`src/rtl/seq_det_sched_pkg.sv`:
```
// Shared types and constants for the detector scheduler.
// Optional round-robin arbitration is enabled by defining SEQ_DET_SCHED_RR_EN.
package seq_det_sched_pkg;

  typedef enum logic [2:0] {IDLE, GRANT, SHIFT, DRAIN, DONE} state_e;

  localparam int N_DEF = 4;
  localparam int W_DEF = 8;

  // Hit-count width: enough to hold W detections.
  function automatic int cnt_w(input int w);
    return $clog2(w + 1);
  endfunction

endpackage

```
`src/rtl/seq_det_sched_if.sv`:
```
// Requester bus plus detector pins of the scheduler.
// The master side is the requesters and the detector; the slave side is the scheduler.
interface seq_det_sched_if
  import seq_det_sched_pkg::*;
#(
  parameter int N = N_DEF,
  parameter int W = W_DEF
);
  localparam int CW = cnt_w(W);

  logic [N-1:0]   req;
  logic [N*W-1:0] req_data;
  logic [N-1:0]   gnt;
  logic [N-1:0]   done;
  logic [CW-1:0]  hit_cnt;
  logic           busy;
  logic           det_a;
  logic           det_rst;
  logic           det_q;

  modport master (
    output req, req_data, det_q,
    input  gnt, done, hit_cnt, busy, det_a, det_rst
  );

  modport slave (
    input  req, req_data, det_q,
    output gnt, done, hit_cnt, busy, det_a, det_rst
  );
endinterface

```
`src/rtl/seq_det_rr_arb.sv`:
```
// Combinational rotating-priority arbiter: scans from ptr upward mod N.
// With ptr held at 0 it degenerates to lowest-index-first fixed priority.
module seq_det_rr_arb #(
  parameter int N = 4
) (
  input  logic [N-1:0]         req,
  input  logic [$clog2(N)-1:0] ptr,
  input  logic                 en,
  output logic [N-1:0]         win
);
  logic [N-1:0] pick;
  logic         found;

  always_comb begin
    pick  = '0;
    found = 1'b0;
    for (int i = 0; i < N; i++) begin
      if (!found && req[(int'(ptr) + i) % N]) begin
        pick[(int'(ptr) + i) % N] = 1'b1;
        found = 1'b1;
      end
    end
  end

  assign win = en ? pick : '0;
endmodule

```
`src/rtl/seq_det_sched.sv`:
```
// Arbitrates N frame requesters onto one serial Moore detector and returns hit counts.
// SEQ_DET_SCHED_RR_EN builds the rotating pointer; otherwise lowest index wins.
module seq_det_sched
  import seq_det_sched_pkg::*;
#(
  parameter int N = N_DEF,
  parameter int W = W_DEF
) (
  input  logic          clk,
  input  logic          rst,
  seq_det_sched_if.slave bus
);
  localparam int CW = cnt_w(W);
  localparam int KW = $clog2(W);
  localparam int PW = $clog2(N);

  state_e         state, state_nxt;
  logic [N-1:0]   owner, win;
  logic [W-1:0]   frame, sel_data;
  logic [KW-1:0]  k;
  logic [CW-1:0]  cnt, hit_q;
  logic [PW-1:0]  ptr;
  logic           sample;

  function automatic logic [CW-1:0] sat_inc(input logic [CW-1:0] v);
    return (v == '1) ? v : v + CW'(1);
  endfunction

  seq_det_rr_arb #(.N(N)) u_arb (
    .req (bus.req),
    .ptr (ptr),
    .en  (state == IDLE),
    .win (win)
  );

  always_comb begin
    sel_data = '0;
    for (int i = 0; i < N; i++)
      if (win[i]) sel_data = sel_data | bus.req_data[i*W +: W];
  end

  always_comb begin
    state_nxt = state;
    case (state)
      IDLE:    if (|win) state_nxt = GRANT;
      GRANT:   state_nxt = SHIFT;
      SHIFT:   if (k == KW'(W - 1)) state_nxt = DRAIN;
      DRAIN:   state_nxt = DONE;
      DONE:    state_nxt = IDLE;
      default: state_nxt = IDLE;
    endcase
  end

  // q lags det_a by one cycle, so the k=0 sample is skipped and DRAIN catches the last bit.
  assign sample = bus.det_q && ((state == SHIFT && k != '0) || state == DRAIN);

  always_ff @(posedge clk or posedge rst) begin
    if (rst) begin
      state <= IDLE;
      owner <= '0;
      frame <= '0;
      k     <= '0;
      cnt   <= '0;
      hit_q <= '0;
    end else begin
      state <= state_nxt;
      case (state)
        IDLE: if (|win) begin
          owner <= win;
          frame <= sel_data;
        end
        GRANT: begin
          k   <= '0;
          cnt <= '0;
        end
        SHIFT: begin
          frame <= frame << 1;
          k     <= k + KW'(1);
          if (sample) cnt <= sat_inc(cnt);
        end
        DRAIN: hit_q <= sample ? sat_inc(cnt) : cnt;
        default: ;
      endcase
    end
  end

`ifdef SEQ_DET_SCHED_RR_EN
  logic [PW-1:0] ptr_nxt;

  always_comb begin
    ptr_nxt = ptr;
    for (int i = 0; i < N; i++)
      if (owner[i]) ptr_nxt = (i == N - 1) ? '0 : PW'(i + 1);
  end

  always_ff @(posedge clk or posedge rst) begin
    if (rst)                ptr <= '0;
    else if (state == DONE) ptr <= ptr_nxt;
  end
`else
  assign ptr = '0;
`endif

  assign bus.gnt     = (state == GRANT || state == SHIFT || state == DRAIN) ? owner : '0;
  assign bus.done    = (state == DONE) ? owner : '0;
  assign bus.hit_cnt = hit_q;
  assign bus.busy    = (state != IDLE);
  assign bus.det_rst = (state == IDLE || state == GRANT);
  assign bus.det_a   = (state == SHIFT) && frame[W-1];
endmodule

```
`src/flat_wrapper.sv`:
```
// flat-port wrapper written by rule: the top's interface ports become plain ports
module seq_det_sched_flat import seq_det_sched_pkg::*;
#(
  parameter int N = N_DEF,
  parameter int W = W_DEF
)
  (clk, rst, bus_req, bus_req_data, bus_det_q, bus_gnt, bus_done, bus_hit_cnt, bus_busy, bus_det_a, bus_det_rst);
  seq_det_sched_if #(.N(N), .W(W)) bus_i ();
  input  logic clk;
  input  logic rst;
  input wire logic [$bits(bus_i.req)-1:0] bus_req;
  input wire logic [$bits(bus_i.req_data)-1:0] bus_req_data;
  input wire logic [$bits(bus_i.det_q)-1:0] bus_det_q;
  output wire logic [$bits(bus_i.gnt)-1:0] bus_gnt;
  output wire logic [$bits(bus_i.done)-1:0] bus_done;
  output wire logic [$bits(bus_i.hit_cnt)-1:0] bus_hit_cnt;
  output wire logic [$bits(bus_i.busy)-1:0] bus_busy;
  output wire logic [$bits(bus_i.det_a)-1:0] bus_det_a;
  output wire logic [$bits(bus_i.det_rst)-1:0] bus_det_rst;
  assign bus_i.req = bus_req;
  assign bus_i.req_data = bus_req_data;
  assign bus_i.det_q = bus_det_q;
  assign bus_gnt = bus_i.gnt;
  assign bus_done = bus_i.done;
  assign bus_hit_cnt = bus_i.hit_cnt;
  assign bus_busy = bus_i.busy;
  assign bus_det_a = bus_i.det_a;
  assign bus_det_rst = bus_i.det_rst;
  seq_det_sched #(.N(N), .W(W)) u_core (.clk(clk), .rst(rst), .bus(bus_i));
endmodule
```
`config.mk`:
```
export PLATFORM = sky130hd
export DESIGN_NAME = seq_det_sched_flat
export DESIGN_NICKNAME = d
export VERILOG_FILES = /design/src/rtl/seq_det_sched_pkg.sv /design/src/rtl/seq_det_sched_if.sv /design/src/rtl/seq_det_rr_arb.sv /design/src/rtl/seq_det_sched.sv /design/src/flat_wrapper.sv
export SDC_FILE = /design/constraint.sdc
export NUM_CORES = 1
export LEC_CHECK = 0
export CELL_PAD_IN_SITES_DETAIL_PLACEMENT = 2
export CELL_PAD_IN_SITES_GLOBAL_PLACEMENT = 2
export CORE_UTILIZATION = 26
export DETAILED_ROUTE_END_ITERATION = 7
export GPL_TIMING_DRIVEN = 0
export PLACE_DENSITY_LB_ADDON = 0.15
export SLEW_MARGIN = 20
export SYNTH_ARGS = -nofsm -noshare
export SYNTH_HDL_FRONTEND = slang
export SYNTH_SLANG_ARGS = --single-unit
```
`constraint.sdc`:
```
create_clock -name clk -period 1.9 [get_ports clk]
set_input_delay 0.285 -clock clk [delete_from_list [all_inputs] [get_ports clk]]
set_output_delay 0.285 -clock clk [all_outputs]
set_load 0.05 [all_outputs]
```
# After elaboration in Yosys (flattened, before gate mapping)
# Cells that the tools add are included.
op_classes:
  addsub: 2
  eq_ne: 8
  n_mux: 23
  bitwise: 3
  n_reduce_logical: 22
op_table:
  columns: ["operator", "n"]
  rows:
  - ["2-to-1 mux 8 bit", 5]
  - ["2-to-1 mux 4 bit", 6]
  - ["bitwise OR 8 bit", 3]
  - ["one-hot mux 8 bit (2 select lines)", 1]
  - ["one-hot mux 3 bit (4 select lines)", 1]
  - ["2-to-1 mux 3 bit", 3]
  - ["one-hot mux 4 bit (2 select lines)", 1]
  - ["== test 3 x 2 -> 1 bit, second input constant", 2]
  - ["== test 3 bit, second input constant", 2]
  - ["logical AND 1 bit", 6]
  - ["one-hot mux 3 bit (2 select lines)", 1]
  - ["AND reduction 2 bit", 3]
  - ["nonzero test 3 bit", 2]
  - ["adder 4 x 1 -> 4 bit, second input constant", 1]
  - ["== test 4 bit, second input constant", 1]
  - ["logical OR 1 bit", 4]
  - ["2-to-1 mux 1 bit", 4]
  - ["inequality test 2 x 1 -> 1 bit, second input constant", 2]
  - ["nonzero test 2 bit", 2]
  - ["OR reduction 4 bit", 1]
  - ["adder 3 x 1 -> 3 bit, second input constant", 1]
  - ["== test 3 x 1 -> 1 bit, second input constant", 1]
  - ["logical NOT 1 bit", 3]
  - ["logical NOT 3 bit", 1]
  - ["2-to-1 mux 2 bit", 1]
word_totals:
  register_bits: 26
  in_bits: 39
  output_inout_bits: 15

# Depth between registers and ports, before layout
# Gate-level depths: netlist of the first run.
logic_depth:
  word_depth: 20
  depth_mapped: 7
  ltp_nobuf: 6

# Modules after synthesis
# From an unflattened synthesis of the first run, not the netlist that was laid out.
hier_totals:
  cells_unflattened: 206
  area_unflattened_um2: 2009.4
by_module_without_submodules:
  columns: ["module", "instances", "cells_each", "area_per_inst_um2"]
  rows:
  - ["seq_det_sched", 1, 158, 1607.8]
  - ["seq_det_rr_arb", 1, 48, 401.6]

# Worst setup path before layout of the first run
# OpenSTA, ideal clock, no wires.
synth_timing:
  kind: "register to output"
  from: "reg u_core.state[1]"
  to: "out bus_gnt[0]"
  arrival_ns: 1.357
  path_slack_ns: 0.258
  path_stages_with_launch: 5
  path_buffers: 1
  cell_sequence: "dfrtp_1 > clkbuf_1 > nor2_1 > nor2_1 > and2_1"
synth_between:
  elab_chain_len: 4
synth_lines:
  columns: ["element", "line_no", "text"]
  rows:
  - ["start: declaration", "seq_det_sched.sv:17", "state_e state, state_nxt;"]
  - ["start signal: assignment", "seq_det_sched.sv:66", "state <= state_nxt;"]
  - ["== test 3 x 1 -> 1 bit / == test 3 x 2 -> 1 bit (equally long branches)", "seq_det_sched.sv:104", "assign bus.gnt = (state == GRANT || state == SHIFT || state == DRAIN) ? owner : '0;"]
  - ["logical OR 1 bit", "seq_det_sched.sv:104", null]
  - ["logical OR 1 bit *", "seq_det_sched.sv:104", null]
  - ["2-to-1 mux 4 bit *", "seq_det_sched.sv:104", null]
  - ["end: declaration", "flat_wrapper.sv:14", "output wire logic [$bits(bus_i.gnt)-1:0] bus_gnt;"]
# Every way passes the cells marked *; elsewhere a longest branch is shown, timed or not.

# Worst setup path in the final report of the first run
layout_timing:
  from: "reg u_core.k[0]"
  to: "reg u_core.hit_q[1], in the netlist u_core.bus.hit_cnt[1]"
layout_between:
  elab_chain_len: 5
layout_lines:
  columns: ["element", "line_no", "text"]
  rows:
  - ["start: declaration", "seq_det_sched.sv:20", "logic [KW-1:0] k;"]
  - ["start signal: assignment", "seq_det_sched.sv:78", "k <= k + KW'(1);"]
  - ["nonzero test 3 bit", "seq_det_sched.sv:55", "assign sample = bus.det_q && ((state == SHIFT && k != '0) || state == DRAIN);"]
  - ["logical AND 1 bit", "seq_det_sched.sv:55", null]
  - ["logical OR 1 bit", "seq_det_sched.sv:55", null]
  - ["logical AND 1 bit", "seq_det_sched.sv:55", null]
  - ["2-to-1 mux 4 bit", null, null]
  - ["end signal: assignment", "seq_det_sched.sv:81", "DRAIN: hit_q <= sample ? sat_inc(cnt) : cnt;"]
  - ["end: declaration", "seq_det_sched.sv:21", "logic [CW-1:0] cnt, hit_q;"]
# No other way between the ends.
# A chain may end at the register's enable or synchronous reset.

==> impl_metrics.py, run 1 <==
metrics = {
    "sta": {
        "final-hold-violation-count": 0,
        "fin_crit_sh_pct": 96.6,
        "skew_ps": 2.75,
        "post-route-min-period_ps": 1840,
        "setup_viol": 0,
        "fmax_ghz": 0.545,
        "final.setup.tns_ps": 0,
        "slew_headroom_pct": 61.0,
        "worst_slew_pin_slew_ps": 585,
        "report.final.slew_viol_count": 0,
    },
    "min_path": {
        "hold_depth": 2,
        "min_to": "u_core.owner[0]",
        "hold_start": "bus_req[0]",
        "worstHoldPathType": "in2reg",
    },
    "critical_path": {
        "path_class": "reg2reg",
        "critPathArrivalTime_ps": 1990,
        "end_kind": "flip-flop",
        "required_ps": 2060,
        "r2r_start": "u_core.k[0]",
        "ff2ff_setup_slack_ps": 60,
        "r2r_end": "u_core.bus.hit_cnt[1]",
        "reg2regPathDepth": 7,
        "critPathLaunchType": "flip-flop",
        "cp_max_fo": 4,
    },
    "cts": {
        "hold_buffers": 0,
        "cts_root_buf": "clkbuf_8",
        "htree_levels": 1,
        "cts.clk_slew.worst_paths_ps": 100,
        "max-clock-path-buffers": 2,
        "clock_latency_ps": 270,
        "clock-sinks": 26,
        "cts_tree": "done",
        "numCtsBuffers": 3,
    },
    "synthesis": {
        "synth_compound_area_share_pct": 26.7,
        "avgSynthCellArea_sq_um": 8.93,
        "synth_fa_ha_area_share_pct": 3.08,
        "ys_seq_elements": 26,
        "synth_ff_type": "dfrtp_1",
        "ys_types": 42,
        "synth_xor_area_share_pct": 1.08,
        "netlist_area_sq_mm": 0.00163,
        "syn_inst": 182,
        "synth_top_family_by_area": "compound AO/OA/AOI/OAI gates",
        "ys_async_sr_fraction_pct": 100,
        "synth_nets": 225,
        "synth_edf_count": 0,
        "ys_seq_area_share_pct": 40.0,
        "ys_warn_count": 0,
        "synth-simple-area-share_pct": 22.1,
        "synthMuxAreaShare_pct": 1.23,
    },
    "layout": {
        "drive_above_1_share_pct": 14.6,
        "final_nets": 283,
        "diodes": 0,
        "area_growth_pct": 41.0,
        "design_area_sq_mm": 0.00229,
    },
    "detailed_routing": {
        "drt-vias-per-instance": 5.29,
        "dr.pass1.iters": 6,
        "wirelength_mm": 5.12,
        "drc_errors": 0,
        "drt-initial-drc-count": 31,
        "via_count": 1660,
        "drtAntennaViolNets": 0,
        "routedWlPerCell_um": 16.3,
    },
    "floorplan": {
        "die_w_um": 81.1,
        "fp-row-count": 28,
        "dieArea_sq_mm": 0.00657,
        "die_h_um": 81.1,
        "top_level_ports": 54,
        "core-area_sq_mm": 0.00599,
        "start_util_pct": 27.1,
    },
    "global_route": {
        "grt_overflow": 0,
        "antenna_found_initial": 0,
        "grt_util_all_layers_pct": 16.9,
        "grt_pass1_wl_mm": 8.54,
        "grt_max_degree": 27,
        "grt_pass1_vias": 1739,
    },
    "pwr": {
        "clockPowerShare_pct": 11.4,
        "p_per_area_mw_per_mm2": 1400,
        "p_int_mw": 1.69,
        "p_leak_nw": 1.02,
        "pwr-share-seq_pct": 30.1,
        "p_sw_share_pct": 47.5,
        "combPwrFrac_pct": 58.4,
        "net-switching-power_mw": 1.53,
        "ir_drop_mv": 0.479,
    },
    "flow_run": {
        "maxCapViolCount": 0,
    },
    "status": {
        "outcome": "completed",
    },
    "placement": {
        "place_area_sq_mm": 0.00224,
        "port_buffers": 52,
        "gp_congestion": 0.731,
        "hpwlAfterDp_mm": 3.97,
    },
}
==> layout by cell type (no fill, tap or decap), types with 2 or more instances in the layout <==
master / n
nand2_1: 17
and2_1: 4
clkbuf_2: 2
a22o_1: 3
inv_2: 2
clkbuf_1: 4
a221o_1: 7
nor2b_1: 2
nor2_1: 13
a22oi_1: 8
o21ai_1: 4
inv_1: 6
clkbuf_4: 5
ha_1: 4
dfrtp_2: 2
buf_6: 2
clkbuf_8: 4
clkdlybuf4s50_1: 41
xnor2_1: 2
and3_1: 6
nor2_2: 2
nand3_1: 3
buf_2: 7
dfrtp_1: 24
a221oi_1: 2
o31ai_1: 5
and3b_1: 7
buf_4: 2
a21oi_1: 15
o21ai_0: 13
==> cells in the mapped netlist (2+ instances only) <==
library cell   n  area share, %
a21oi_1       15            4.6
a221o_1        7            4.3
a221oi_1       2            1.1
a22o_1         3            1.6
a22oi_1        8            3.7
and2_1         4            1.5
and3_1         6            2.3
and3b_1        7            3.8
buf_2          3           0.92
buf_6          2            1.4
clkbuf_1       6            1.4
dfrtp_1       26             40
ha_1           4            3.1
inv_1          7            1.6
mux2i_1        2            1.2
nand2_1       17            3.9
nand3_1        3           0.92
nor2_1        15            3.5
nor2b_1        2           0.77
o21ai_0       13            4.0
o21ai_1        4            1.2
o31ai_1        5            2.3
xnor2_1        2            1.1
==> cell type report <==
cell class | count | area (sq um)
Buffer | 12 | 68.8
Clock buffer | 4 | 55.1
Fill cell | 713 | 3700
Inverter | 8 | 30.0
Multi-Input combinational cell | 136 | 902
Sequential cell | 26 | 653
Tap cell | 75 | 93.8
Timing Repair Buffer | 53 | 489
==> metrics by stage <==
| stage | utilization [%] | setup WS, ps | hold slack [ps] | power, mW | std cells |
|---|---|---|---|---|---|
| after floorplan | - | 258 | 325 | 2.21 | 182 |
| after global placement | 37.4 | -592 | 461 | 2.78 | 309 |
| after detailed placement | 37.4 | -599 | 476 | 2.83 | 309 |
| after CTS | 38.0 | 4.09 | 288 | 3.22 | 314 |
| after global routing | 38.3 | -24.4 | 293 | 3.47 | 314 |
| final | 38.3 | 65.0 | 294 | 3.22 | 314 |
==> registers in the layout, indices dropped and copies added, names as in the netlist <==
name                flops
u_core.frame            8
u_core.bus.hit_cnt      4
u_core.cnt              4
u_core.owner            4
u_core.k                3
u_core.state            3
==> cells by family (layout without fill, tap and decap cells) <==
logic type	Yosys count	in the layout
simple gates	65	65
compound gates	63	63
flops	26	26
buf+inv	20	77
fa+ha+maj	4	4
xor+xnor	2	2
mux	2	2
==> worst max-delay path: stages (launching register included) <==
cell	delay (ps)
dfrtp_1	410
inv_1	100
ha_1	140
or3b_1	380
and4_4	200
buf_6	130
mux2i_2	250
a21oi_1	110
==> per-layer routing <==
layer  vias to the layer above  global-route usage [%]  share of wire, %  wire [um]
met1                       820                    20.3                42       2160
met3                         4                    2.92               4.5        229
li1                        785                       -                 -          -
met5                         -                       0                 0          0
met4                         0                    3.21               1.1         58
met2                        51                    31.4                52       2670
==> power groups by stage <==
stage	sequential (mW)	clock [mW]	combinational (mW)
after floorplan	0.978	0	1.23
after global placement	0.951	0	1.83
after detailed placement	0.955	0	1.87
after CTS	0.964	0.383	1.87
after global routing	1.00	0.404	2.07
final	0.969	0.368	1.88
==> how the worst max path moves through the flow <==
stage,end,startpoint
after CTS,bus_det_rst,u_core.state[2]
after global placement,bus_gnt[1],u_core.state[1]
after detailed placement,bus_gnt[0],u_core.state[1]
after floorplan,bus_gnt[0],u_core.state[1]
after global routing,u_core.bus.hit_cnt[1],u_core.k[1]
final,u_core.bus.hit_cnt[1],u_core.k[0]
==> repair_timing <==
item	in CTS	in global routing
endpoints found under the setup margin	11	10
gates resized for setup	58	7
buffers inserted	1	0
pin swaps	1	0
No activity file was read; power rests on OpenSTA's default activity.
==> run 2, diff against run 1 <==
--- a/config.mk
+++ b/config.mk
@@ -11,7 +11,6 @@
 export DETAILED_ROUTE_END_ITERATION = 7
 export GPL_TIMING_DRIVEN = 0
 export PLACE_DENSITY_LB_ADDON = 0.15
-export SLEW_MARGIN = 20
 export SYNTH_ARGS = -nofsm -noshare
 export SYNTH_HDL_FRONTEND = slang
 export SYNTH_SLANG_ARGS = --single-unit
==> impl_metrics.py, run 2 (synthesis results as in run 1) <==
metrics = {
    "layout": {
        "top_register": "u_core.frame",
        "layout_common_cells": "41 x clkdlybuf4s50_1, 24 x dfrtp_1, 17 x nand2_1",
        "final_cells": 314,
        "fillers": 713,
        "area_growth_pct": 41.0,
        "drive_above_1_share_pct": 14.2,
        "design_area_sq_mm": 0.00229,
        "diodes": 0,
        "final_nets": 283,
        "utilization_pct": 38.3,
        "largest_reg_flops": 8,
        "final_common_cell": "clkdlybuf4s50_1",
    },
    "pwr": {
        "p_per_area_mw_per_mm2": 1400,
        "power_mw": 3.22,
        "clockPowerShare_pct": 11.4,
        "p_sw_share_pct": 47.5,
        "p_leak_nw": 1.02,
        "net-switching-power_mw": 1.53,
        "combPwrFrac_pct": 58.4,
        "ir_drop_mv": 0.479,
        "pwr-share-seq_pct": 30.1,
        "p_int_mw": 1.69,
    },
    "sta": {
        "report.final.slew_viol_count": 0,
        "slew_headroom_pct": 29.2,
        "holdWs_ps": 294,
        "worst_slack_ps": 65.0,
        "setup_viol": 0,
        "fin_crit_sh_pct": 96.6,
        "final.setup.tns_ps": 0,
        "post-route-min-period_ps": 1840,
        "worst_slew_pin_slew_ps": 1060,
        "fmax_ghz": 0.545,
        "final-hold-violation-count": 0,
        "skew_ps": 2.75,
    },
    "critical_path": {
        "crit_start": "u_core.k[0]",
        "critPathLaunchType": "flip-flop",
        "cpPeakStageDelay_ps": 410,
        "cp_num_buf_inv": 2,
        "cp_max_fo": 4,
        "crit_slowest_cell": "dfrtp_1",
        "path_class": "reg2reg",
        "end_kind": "flip-flop",
        "r2r_start": "u_core.k[0]",
        "cp_top_family": "simple AND/OR/NAND/NOR gates",
        "critPathArrivalTime_ps": 1990,
        "required_ps": 2060,
        "worstPathCellList": "inv_1, ha_1, or3b_1, and4_4, buf_6, mux2i_2, a21oi_1",
    },
    "detailed_routing": {
        "drt-initial-drc-count": 31,
        "drt-vias-per-instance": 5.29,
        "dr.pass1.iters": 6,
        "wirelength_mm": 5.12,
        "routedWlPerCell_um": 16.3,
        "via_count": 1660,
        "drc_errors": 0,
        "drtAntennaViolNets": 0,
    },
    "global_route": {
        "grt_pass1_vias": 1739,
        "grt_overflow": 0,
        "grt_pass1_wl_mm": 8.54,
        "grt_max_degree": 27,
        "antenna_found_initial": 0,
        "grt_util_all_layers_pct": 16.9,
    },
    "cts": {
        "cts_tree": "done",
        "cts.clk_slew.worst_paths_ps": 100,
        "htree_levels": 1,
        "hold_buffers": 0,
        "cts_root_buf": "clkbuf_8",
        "clock_latency_ps": 270,
        "max-clock-path-buffers": 2,
        "numCtsBuffers": 3,
        "clock-sinks": 26,
    },
    "placement": {
        "dp_slack_ps": -599,
        "dp_cells": 309,
        "gp_congestion": 0.731,
        "hpwlAfterDp_mm": 3.97,
        "port_buffers": 52,
        "place_area_sq_mm": 0.00224,
    },
    "floorplan": {
        "die_h_um": 81.1,
        "top_level_ports": 54,
        "dieArea_sq_mm": 0.00657,
        "fp-row-count": 28,
        "start_util_pct": 27.1,
        "core-area_sq_mm": 0.00599,
        "die_w_um": 81.1,
    },
    "status": {
        "outcome": "completed",
    },
    "min_path": {
        "worstHoldPathType": "in2reg",
        "hold_start": "bus_req[0]",
    },
    "flow_run": {
        "maxCapViolCount": 0,
    },
}
## run 2: cell type report
class                      instances  area, sq um  area share [%]
multi-input combinational        136          902            39.4
timing repair buffer              53          489            21.3
inverter                           8         30.0            1.31
buffer                            12         68.8            3.00
sequential                        26          653            28.5
tap                               75         93.8            4.09
clock buffer                       4         55.1            2.40
## run 2: worst paths after layout
check,to,cells after the start,slack [ps]
setup / recovery,u_core.bus.hit_cnt[1],7,60
hold / removal,u_core.owner[0],2,290
setup reg to reg,u_core.bus.hit_cnt[1],7,60
hold reg to reg,u_core.bus.hit_cnt[2],2,490
max in group asynchronous,u_core.state[0],2,620
min in group asynchronous,u_core.bus.hit_cnt[0],2,570
## run 2: routing by layer
layer  share of wire (%)  wire, um  vias to the layer above  GRT usage [%]
met5                   0         0                        -              0
met1                  42      2160                      820           20.3
met4                 1.1        58                        0           3.21
met3                 4.5       229                        4           2.92
met2                  52      2670                       51           31.4
li1                    -         -                      785              -
## run 2: worst register-to-register path, cell delays in order (launching register included)
cell     delay, ps
dfrtp_1        410
inv_1          100
ha_1           140
or3b_1         380
and4_4         200
buf_6          130
mux2i_2        250
a21oi_1        110
## run 2: repair_timing
item,4_1_cts,5_1_grt
gates resized for setup,58,7
pin swaps,1,0
setup endpoints to repair,11,10
setup buffers,1,0
## run 2: power by group through the flow
stage | sequential, mW | clock (mW) | combinational, mW
finish | 0.969 | 0.368 | 1.88
floorplan | 0.978 | 0 | 1.23
detailed placement | 0.955 | 0 | 1.87
CTS | 0.964 | 0.383 | 1.87
global route | 1.00 | 0.404 | 2.07
global placement | 0.951 | 0 | 1.83
